===== config.mk =====
export PLATFORM = sky130hd
export DESIGN_NAME = inv_mix_columns_seq
export DESIGN_NICKNAME = d
export VERILOG_FILES = /design/src/rtl/haraka_pkg.sv /design/src/rtl/inv_mix_column.sv /design/src/rtl/inv_mix_columns_seq.sv
export SDC_FILE = /design/constraint.sdc
export NUM_CORES = 1
export LEC_CHECK = 0
export ABC_AREA = 1
export CORE_ASPECT_RATIO = 1.75
export CORE_UTILIZATION = 41
export DETAILED_ROUTE_END_ITERATION = 8
export GPL_ROUTABILITY_DRIVEN = 0
export PLACE_DENSITY_LB_ADDON = 0.08
export SETUP_SLACK_MARGIN = 0.5
export SLEW_MARGIN = 20
export SYNTH_ARGS = -nofsm -noshare
export SYNTH_HDL_FRONTEND = slang
export SYNTH_SLANG_ARGS = --single-unit

===== constraint.sdc =====
create_clock -name clk -period 8.2 [get_ports clk]
set_input_delay 2.46 -clock clk [delete_from_list [all_inputs] [get_ports clk]]
set_output_delay 2.46 -clock clk [all_outputs]
set_load 0.005 [all_outputs]

===== src/rtl/haraka_pkg.sv =====
// Shared GF(2^8) helpers, column geometry and FSM state type for the Haraka-S
// MixColumns / InvMixColumns blocks.
package haraka_pkg;

  localparam int COL_W    = 32;
  localparam int NUM_COLS = 4;

  typedef enum logic [1:0] {IDLE, BUSY, DONE} imc_state_t;

  function automatic logic [7:0] xtime(input logic [7:0] b);
    return {b[6:0], 1'b0} ^ (b[7] ? 8'h1b : 8'h00);
  endfunction

  // Multiply by a 4-bit constant using an xtime chain; enough for 01..0F.
  function automatic logic [7:0] gf_mul(input logic [7:0] a, input logic [3:0] k);
    logic [7:0] acc;
    logic [7:0] p;
    acc = 8'h00;
    p   = a;
    for (int i = 0; i < 4; i++) begin
      if (k[i]) acc ^= p;
      p = xtime(p);
    end
    return acc;
  endfunction

endpackage


===== src/rtl/inv_mix_column.sv =====
// Combinational single-column InvMixColumns; row 0 is the MSB byte.
// With MIXCOL_FWD_MODE_EN defined, a fwd input selects forward MixColumns.
module inv_mix_column
  import haraka_pkg::*;
(
  input  logic [COL_W-1:0] col_i,
`ifdef MIXCOL_FWD_MODE_EN
  input  logic             fwd,
`endif
  output logic [COL_W-1:0] col_o
);

  logic [7:0] a  [4];
  logic [7:0] x2 [4];
  logic [7:0] x4 [4];
  logic [7:0] x8 [4];
  logic [7:0] inv[4];

  for (genvar i = 0; i < 4; i++) begin : g_row
    assign a[i]  = col_i[COL_W-1-8*i -: 8];
    assign x2[i] = xtime(a[i]);
    assign x4[i] = xtime(x2[i]);
    assign x8[i] = xtime(x4[i]);

    // 0E, 0B, 0D, 09 composed from the shared doubling chain
    assign inv[i] = (x8[i] ^ x4[i] ^ x2[i])
                  ^ (x8[(i+1)%4] ^ x2[(i+1)%4] ^ a[(i+1)%4])
                  ^ (x8[(i+2)%4] ^ x4[(i+2)%4] ^ a[(i+2)%4])
                  ^ (x8[(i+3)%4] ^ a[(i+3)%4]);

`ifdef MIXCOL_FWD_MODE_EN
    logic [7:0] fw;
    assign fw = x2[i] ^ (x2[(i+1)%4] ^ a[(i+1)%4]) ^ a[(i+2)%4] ^ a[(i+3)%4];
    assign col_o[COL_W-1-8*i -: 8] = fwd ? fw : inv[i];
`else
    assign col_o[COL_W-1-8*i -: 8] = inv[i];
`endif
  end

endmodule


===== src/rtl/inv_mix_columns_seq.sv =====
// Column-serial InvMixColumns engine with valid/ready on both sides.
// Optional MIXCOL_FWD_MODE_EN adds a fwd port selecting forward MixColumns.
//
//   state | meaning
//   IDLE  | waiting for a state, in_ready=1
//   BUSY  | transforming COLS_PER_CYCLE columns per clock in place
//   DONE  | result held on out_data until out_ready
module inv_mix_columns_seq
  import haraka_pkg::*;
#(
  parameter int COLS_PER_CYCLE = 1
) (
  input  logic                      clk,
  input  logic                      rst,
  input  logic                      in_valid,
  output logic                      in_ready,
  input  logic [NUM_COLS*COL_W-1:0] in_data,
`ifdef MIXCOL_FWD_MODE_EN
  input  logic                      fwd,
`endif
  output logic                      out_valid,
  input  logic                      out_ready,
  output logic [NUM_COLS*COL_W-1:0] out_data
);

  if (COLS_PER_CYCLE != 1 && COLS_PER_CYCLE != 2 && COLS_PER_CYCLE != 4) begin : g_bad_cfg
    $error("inv_mix_columns_seq: COLS_PER_CYCLE must be 1, 2 or 4");
  end

  localparam logic [1:0] CNT_STEP = 2'(COLS_PER_CYCLE);
  localparam logic [1:0] LAST_CNT = 2'(NUM_COLS - COLS_PER_CYCLE);

  imc_state_t                  state_q, state_d;
  logic [1:0]                  col_cnt_q, col_cnt_d;
  logic [NUM_COLS*COL_W-1:0]   work_q, work_d;
`ifdef MIXCOL_FWD_MODE_EN
  logic                        fwd_q, fwd_d;
`endif

  logic [1:0]       col_idx [COLS_PER_CYCLE];
  logic [6:0]       col_base[COLS_PER_CYCLE];
  logic [COL_W-1:0] col_in  [COLS_PER_CYCLE];
  logic [COL_W-1:0] col_out [COLS_PER_CYCLE];

  for (genvar k = 0; k < COLS_PER_CYCLE; k++) begin : g_col
    // col_cnt is always a multiple of COLS_PER_CYCLE, so the 2-bit sum never wraps early
    assign col_idx[k]  = col_cnt_q + 2'(k);
    assign col_base[k] = {~col_idx[k], 5'b0};
    assign col_in[k]   = work_q[col_base[k] +: COL_W];

    inv_mix_column u_col (
      .col_i (col_in[k]),
`ifdef MIXCOL_FWD_MODE_EN
      .fwd   (fwd_q),
`endif
      .col_o (col_out[k])
    );
  end

  always_comb begin
    state_d   = state_q;
    col_cnt_d = col_cnt_q;
    work_d    = work_q;
`ifdef MIXCOL_FWD_MODE_EN
    fwd_d     = fwd_q;
`endif
    in_ready  = 1'b0;
    out_valid = 1'b0;

    case (state_q)
      IDLE: begin
        in_ready = ~rst;
        if (in_valid) begin
          work_d    = in_data;
          col_cnt_d = 2'd0;
`ifdef MIXCOL_FWD_MODE_EN
          fwd_d     = fwd;
`endif
          state_d   = BUSY;
        end
      end
      BUSY: begin
        for (int k = 0; k < COLS_PER_CYCLE; k++) begin
          work_d[col_base[k] +: COL_W] = col_out[k];
        end
        col_cnt_d = col_cnt_q + CNT_STEP;
        if (col_cnt_q == LAST_CNT) state_d = DONE;
      end
      DONE: begin
        out_valid = 1'b1;
        if (out_ready) state_d = IDLE;
      end
      default: state_d = IDLE;
    endcase
  end

  always_ff @(posedge clk) begin
    if (rst) begin
      state_q   <= IDLE;
      col_cnt_q <= 2'd0;
      work_q    <= '0;
`ifdef MIXCOL_FWD_MODE_EN
      fwd_q     <= 1'b0;
`endif
    end else begin
      state_q   <= state_d;
      col_cnt_q <= col_cnt_d;
      work_q    <= work_d;
`ifdef MIXCOL_FWD_MODE_EN
      fwd_q     <= fwd_d;
`endif
    end
  end

  assign out_data = work_q;

endmodule


==> metrics.cfg <==
[route]
ant_nets = 0
vias = 13500
drc = 8
drt_iter0_drc = 1375
avgViaCountPerCell = 5.86
post_drt_wl_per_cell_um = 22.1
first_pass_iters = 9
drt-total-wl_um = 50900

[worst_setup_path]
path_max_fanout = 5
cp-end-kind = output pin
criticalPathCategory = in2out
cp_data_arrival_time_ns = 3.71
rrSetupSlack_ns = 4.29
critPathLaunchType = input pin
worstRegToRegCells = 15
required_ns = 5.74

[timing]
tightest_slew_ns = 1.02
maxSlewHeadroom = 0.314
rsz0062_at_grt = false
fin_crit_sh = 0.752
min_period_ns = 6.17
slew_violations = 0
finalHoldViolCount = 0
fin_tns_setup_ns = 0
fmax_mhz = 162
hold_ws_ns = 0.571
clock_skew_ns = 0.00741
fin_ws_ns = 2.03
setup_viol = 0

[hold_path]
hold_path.class = reg2reg
whs_path_depth = 2

[flow_run]
max_cap_violations = 0

[synth]
netlist_area_mm2 = 0.0109
ys_warn_count = 0
yosys.area.top_type = dfxtp_1
netlist_top_cells_area = dfxtp_1, nand2_1, a21oi_1
synth.avg_cell_area_um2 = 6.14
synth_nets = 1913
synth_flop_cell = dfxtp_1
yosys.area.top_type_share = 0.242
async_flop_share = 0
synth-seq-cells = 132
yosysUniqueCellTypes = 39
synth_edf_count = 0
syn_inst = 1777
ys_seq_area_frac = 0.242

[floorplan]
pin_count = 262
die_h_um = 218
rows = 78
core_area_mm2 = 0.0261
die_area_mm2 = 0.0273
die_w_um = 125
initial_core_util = 0.419

[clocking]
postCtsSetupBuffers = 0
tritoncts = built
clk_pin_slew_ns = 0.07
h-tree-depth = 4
cts-buffers-inserted = 17
cts_sinks = 132
hold_buffers = 0
cts_buffer_depth = 2
clock_latency_ns = 0.45
post_cts_resized = 0
cts_root_buf = clkbuf_16

[power]
leakage_nw = 6.18
power_density_mw_per_mm2 = 380
vdd_drop_max_mv = 0.205

[layout]
regArea_mm2 = 0.00265
final_common_cell = nand2_1
fillCellCount = 2603
multi_input_area_mm2 = 0.00743
fin_cells = 2302
areaGrowthSynthToFinish_pct = 30.1
drive_gt1_frac = 0.0843
layout_common_cells = nand2_1, clkdlybuf4s50_1, a21oi_1
layout.nets = 2105

[global_routing]
grt_max_degree = 128
first_global_vias = 12700
antenna_found_initial = 1
grt_overflow = 0
grt_pass1_wl_um = 75900
grt_usage = 0.372

[status]
violations = DRC
outcome = complete, but fails checks

[place]
place_ws_ns = 2.05
dp_hpwl_um = 37400
portBuffers = 261
dp.cells = 2270

-- flip-flops by register name, indices dropped and copies added, names as in the netlist --
name,count
state_q,2
out_data,128
col_cnt_q,2
-- through the flow --
step	util	instance area, um2	total power, mW
6_report	0.545	14200	5.39
5_1_grt	0.545	14200	5.67
4_1_cts	0.545	14200	5.25
3_5_place_dp	0.520	13600	4.36
3_3_place_gp	0.520	13600	4.33
2_1_floorplan	-	10900	2.99
-- power breakdown --
group / leakage (nW) / switching (mW) / internal (mW) / total [mW]
sequential: 1.09 / 0.112 / 0.737 / 0.849
combinational: 4.77 / 2.59 / 1.08 / 3.67
clock: 0.318 / 0.333 / 0.543 / 0.876
total: 6.18 / 3.03 / 2.36 / 5.39
-- layer usage --
metal	share of wire	track usage
met5	0	0
met4	0.073	0.268
met3	0.082	0.0719
met2	0.46	0.601
met1	0.38	0.440
-- logic make-up (layout without fill, tap and decap cells) --
group           Yosys count  after routing  share of synthesized area
simple gates            923            923                      0.377
compound gates          394            394                      0.182
buf+inv                 194            398                     0.0794
flops                   132            132                      0.242
xor+xnor                130            130                      0.115
fa+ha+maj                 4              4                    0.00458
other cells               0              1                          0
-- cells in the mapped netlist (20+ instances only) --
library cell / instances
a21oi_1: 259
clkbuf_1: 70
dfxtp_1: 132
inv_1: 77
nand2_1: 589
nand2_2: 56
nand3_1: 175
nand4_1: 45
nor2_1: 20
o21ai_0: 130
xnor2_1: 36
xor2_1: 80
-- worst max-delay path: stages --
cell and delay [ns]:
clkdlybuf4s50_1 0.51, nor3_1 0.19, clkdlybuf4s50_1 0.54
-- area by class of cell --
cell class | instances | share of cell area
multi-input combinational | 1451 | 0.523
timing repair buffer | 275 | 0.191
sequential | 132 | 0.186
clock buffer | 17 | 0.0299
tap | 320 | 0.0282
inverter | 92 | 0.0252
clock inverter | 14 | 0.0159
antenna | 1 | 0.000176
-- path summary, 6_finish.rpt --
kind                   endpoint         start
hold reg to reg    out_data[80]  out_data[80]
hold / removal     out_data[80]  out_data[80]
setup / recovery       in_ready           rst
setup reg to reg  out_data[106]  col_cnt_q[1]
No activity file was read; power rests on OpenSTA's default activity.
